<file path="src/rtl/scoreboard_register_file.sv">
// General-purpose register file with two combinational read ports, one write port,
// optional write-to-read bypass and a per-register busy scoreboard for RAW hazard detection.
module scoreboard_register_file #(
    parameter int DATA_W   = 32,
    parameter int ADDR_W   = 5,
    parameter int NUM_REGS = 32,
    parameter int ZERO_REG = 1,
    parameter int BYPASS   = 1
) (
    input  logic              clk,
    input  logic              rst,
    input  logic [ADDR_W-1:0] raddr1,
    input  logic [ADDR_W-1:0] raddr2,
    output logic [DATA_W-1:0] rdata1,
    output logic [DATA_W-1:0] rdata2,
    output logic              rbusy1,
    output logic              rbusy2,
    input  logic              we,
    input  logic [ADDR_W-1:0] waddr,
    input  logic [DATA_W-1:0] wdata,
    input  logic              rsv_en,
    input  logic [ADDR_W-1:0] rsv_addr,
    input  logic              flush,
    output logic [ADDR_W:0]   pending_cnt
);

    logic [DATA_W-1:0] r_regs [NUM_REGS];
    logic [NUM_REGS-1:0] r_busy;
    logic [ADDR_W:0]     r_pending_cnt;

    logic [NUM_REGS-1:0] w_busy_nxt;
    logic [ADDR_W:0]     w_cnt_nxt;
    logic                w_wr_ok;
    logic                w_rsv_ok;
    logic                w_zero1;
    logic                w_zero2;
    logic                w_byp1;
    logic                w_byp2;

    // Register 0 absorbs writes and reservations when it is hardwired to zero.
    assign w_wr_ok  = we && !((ZERO_REG != 0) && (waddr == '0));
    assign w_rsv_ok = rsv_en && !flush && !((ZERO_REG != 0) && (rsv_addr == '0));

    // NOTE: every variable assigned in always_comb gets a default first, so no latch is inferred.
    always_comb begin
        w_busy_nxt = r_busy;
        if (flush) begin
            w_busy_nxt = '0;
        end else if (w_wr_ok) begin
            w_busy_nxt[waddr] = 1'b0;
        end
        // Reserve is applied last: a newer producer outranks the retiring one.
        if (w_rsv_ok) begin
            w_busy_nxt[rsv_addr] = 1'b1;
        end
    end

    always_comb begin
        w_cnt_nxt = '0;
        for (int i = 0; i < NUM_REGS; i++) begin
            w_cnt_nxt = w_cnt_nxt + (ADDR_W + 1)'(w_busy_nxt[i]);
        end
    end

    // NOTE: the data array is reset along with the scoreboard because reads after reset must return zero.
    always_ff @(posedge clk or negedge rst) begin
        if (!rst) begin
            for (int i = 0; i < NUM_REGS; i++) begin
                r_regs[i] <= '0;
            end
            r_busy        <= '0;
            r_pending_cnt <= '0;
        end else begin
            if (w_wr_ok) begin
                r_regs[waddr] <= wdata;
            end
            r_busy        <= w_busy_nxt;
            r_pending_cnt <= w_cnt_nxt;
        end
    end

    assign w_zero1 = (ZERO_REG != 0) && (raddr1 == '0);
    assign w_zero2 = (ZERO_REG != 0) && (raddr2 == '0);
    assign w_byp1  = (BYPASS != 0) && w_wr_ok && (waddr == raddr1);
    assign w_byp2  = (BYPASS != 0) && w_wr_ok && (waddr == raddr2);

    assign rdata1 = w_zero1 ? '0 : (w_byp1 ? wdata : r_regs[raddr1]);
    assign rdata2 = w_zero2 ? '0 : (w_byp2 ? wdata : r_regs[raddr2]);
    assign rbusy1 = !w_zero1 && !w_byp1 && r_busy[raddr1];
    assign rbusy2 = !w_zero2 && !w_byp2 && r_busy[raddr2];

    assign pending_cnt = r_pending_cnt;

endmodule

</file>
<file path="config.mk">
export PLATFORM = sky130hd
export DESIGN_NAME = scoreboard_register_file
export DESIGN_NICKNAME = d
export VERILOG_FILES = /design/src/rtl/scoreboard_register_file.sv
export SDC_FILE = /design/constraint.sdc
export NUM_CORES = 2
export LEC_CHECK = 0
export CAP_MARGIN = 30
export CORE_MARGIN = 1.5
export CORE_UTILIZATION = 50
export CTS_CLUSTER_SIZE = 14
export DETAILED_ROUTE_END_ITERATION = 16
export PLACE_DENSITY = 0.66
export SYNTH_ARGS = -nofsm -noshare
export SYNTH_HDL_FRONTEND = slang
export SYNTH_SLANG_ARGS = --single-unit
</file>
<file path="constraint.sdc">
create_clock -name clk -period 6.7 [get_ports clk]
set_input_delay 1.34 -clock clk [delete_from_list [all_inputs] [get_ports clk]]
set_output_delay 1.34 -clock clk [all_outputs]
set_load 0.005 [all_outputs]
</file>
==> run_results.csv <==
group,metric,value,unit
outcome,status,"finished clean",
clock_tree,postCtsResizedCells,0,
clock_tree,root_buffer,"clkbuf_16",
final_layout,final_cell_mix,"1062 x dfrtp_1, 993 x mux2_2, 436 x mux4_2",
drt,drtIter0Drc,3831,
setup_path,worstPathArrival,6920,ps
synth,ys.flop_type,"dfrtp_1",
clock_tree,cts_buffers,114,
floorplanning,die-area,117000,sq um
timing,slew_headroom,0.296,
clock_tree,clkTransAtPathRegs,60,ps
synth,synth_compound_area_frac,0.0540,
floorplanning,rows,124,
timing,slew_violations,0,
floorplanning,dieHeight,342,um
global_route,grt_max_degree,187,
synth,yosys_warnings,0,
setup_path,end_kind,"flip-flop",
global_route,grt_pass1_wl,276000,um
final_layout,drive_above_1_share,0.467,
global_route,grt_use_met1,0.459,
synth,synth-simple-area-share,0.0249,
global_route,use_met3,0.0777,
synth,synth_top_cell_by_area,"dfrtp_1",
job,maxCapViolCount,0,
setup_path,worstSetupStartpointType,"primary input",
floorplanning,io-pin-count,129,
drt,vias,38400,
place,port_buffers,128,
synth,synthXorXnorAreaFrac,0.00198,
synth,netlist_instances,3987,
floorplanning,core,114000,sq um
place,dp_hpwl,109000,um
global_route,grt_pass1_vias,39200,
setup_path,path_common_cell,"fa_1",
floorplanning,die_x,342,um
setup_path,critical_path_class,"primary input to flip-flop",
clock_tree,clk_path_buf_depth,3,
synth,syn-cell-area,57400,sq um
global_route,grt_use_met2,0.490,
timing,fin_ws,396,ps
drt,wl,189000,um
drt,vias_per_cell,6.83,
synth,async_flop_share,1.00,
synth,synthAdderAreaFrac,0.00989,
timing,min_period,6300,ps
timing,rsz0062_at_grt,"no",
clock_tree,cts_setup_buffers,0,
synth,synth.area.top_cells,"dfrtp_1 46%, mux2_2 19%, mux4_2 17%",
global_route,overflow,0,
synth,synth_top_area_share,0.463,
synth,synth_top_family_by_area,"multiplexers",
final_layout,area_growth,13.1,%
final_layout,multiInputGateArea,28800,sq um
place,dp_slack,-259,ps
final_layout,register_area,26600,sq um
global_route,top_usage_layer,"met2",
global_route,grt_usage,0.325,
synth,synth_edf_count,0,
setup_path,cp_slowest_cell,"fa_1",
timing,period_share,0.941,
drt,drt_pre_antenna_iters,7,
timing,fmax,159,MHz
synth,synth_fp_nets,4075,
timing,tightest_slew,1060,ps
worst_hold_path,min_path_type,"flip-flop to flip-flop",
timing,finalHoldViolCount,0,
global_route,antenna_found_initial,13,
synth,synth_mux_area_frac,0.406,
timing,setup_viol,0,
clock_tree,cts_tree,"done",
drt,drc_errors,0,
final_layout,num-nets-final,4086,
final_layout,fin_util,0.570,
final_layout,layout_commonest_cell,"dfrtp_1",
power,power_density,294,nW/um^2
setup_path,cp_slowest_stage_delay,570,ps
place,place_congestion,0.919,
timing,setup_tns,0,ps
setup_path,crit_path_max_fanout,4,
floorplanning,start_util,0.504,
synth,synth_cell_type_count,56,
setup_path,required,7320,ps
final_layout,num-fill-cells,9149,
timing,fin_skew,21.5,ps
synth,postSynthAreaPerCell,14.4,sq um
drt,wl_per_cell,33.7,um
power,power.leakage,28.1,nW
clock_tree,htreeDepth,3,
synth,synth_seq_cells,1062,
power,ir_drop,0.000198,V
clock_tree,cts_sinks,1062,
synth,seq_area_frac_synth,0.463,
clock_tree,insertion_delay,710,ps
drt,antenna_left,0,
clock_tree,cts_hold_buf,0,
setup_path,crit_chain,"clkdlybuf4s50_1 > nand2b_1 > or2_2 > nor2_4 > o32ai_1 > inv_1 > fa_1 > fa_1 > fa_1 > fa_1 > fa_1 > inv_1 > fa_1 > ha_2 > fa_2 > a21o_1 > a21oi_2 > xnor2_1",
## layer usage
metal	share of wire	wire (um)	vias to the layer above
li1	-	-	15300
met1	0.42	78600	20800
met2	0.46	86600	1855
met3	0.088	16700	379
met4	0.037	7020	6
met5	0.00017	33	-
## synth_stat cells, types with 11 or more instances
cell type / instances
o22ai_1: 84
buf_4: 29
mux2_1: 33
inv_1: 69
mux2_2: 993
buf_2: 117
a32o_1: 37
a211oi_1: 35
nor2b_1: 16
nand3_1: 43
o22a_1: 26
mux4_2: 436
dfrtp_1: 1062
mux2i_1: 192
buf_1: 49
clkbuf_1: 238
o32ai_1: 11
fa_1: 24
buf_6: 17
o221ai_1: 31
a21oi_1: 36
a221o_1: 11
a22oi_1: 99
nor2_1: 27
nand2b_1: 11
nor3_1: 38
nand2_1: 126
## worst paths after layout
kind | startpoint | endpoint | slack [ps] | cells past startpoint
worst max-delay path | waddr[3] | pending_cnt[4] | 400 | 18
max in group asynchronous | rst | r_regs[292] | 4460 | 2
worst min-delay path | r_regs[1003] | r_regs[1003] | 370 | 0
min in group asynchronous | rst | r_regs[687] | 670 | 1
worst max register to register | r_busy[3] | pending_cnt[4] | 1560 | 15
worst min register to register | r_regs[1003] | r_regs[1003] | 370 | 0
## layout make-up
type,count,area share
multi-input combinational,2405,0.443
clock inverter,44,0.0101
antenna,9,0.000347
timing repair buffer,345,0.0522
clock buffer,165,0.0523
sequential,1062,0.409
tap,1512,0.0291
inverter,70,0.00404
## registers in the layout (all words and copies together) (netlist names)
name	count
r_regs	1024
r_busy	32
pending_cnt	6
## logic make-up (layout without fill, tap and decap cells)
group,count (synthesis),in the layout
multiplexers,1654,1654
adder cells (fa/ha/maj),31,31
AO/OA/AOI/OAI,408,408
buffers and inverters,520,624
AND/OR/NAND/NOR,299,299
XOR/XNOR,13,13
flip-flops,1062,1062
other,0,9
## per-stage QoR
stage               power (mW)  hold slack [ps]  area, sq um  std cells
CTS                       19.1              376        64900       5601
detailed placement        12.3              363        60800       5392
floorplan                 11.0              425        57400       3987
global placement          12.2              361        60700       5384
global route              19.9              384        65000       5611
finish                    19.1              371        65000       5612
## critical path: cells and delay by family
family	cells	cell delay, ps
compound gates	3	700
fa+ha+maj	8	3570
xor+xnor	1	120
buf+inv	3	670
simple gates	3	520
## power breakdown
part / internal (mW) / switching, mW / leakage [nW]
Sequential: 7.60 / 0.867 / 13.7
Clock: 4.11 / 2.71 / 2.00
Combinational: 2.29 / 1.53 / 12.4
Total: 14.0 / 5.11 / 28.1
(Power assumes the default switching activity.)
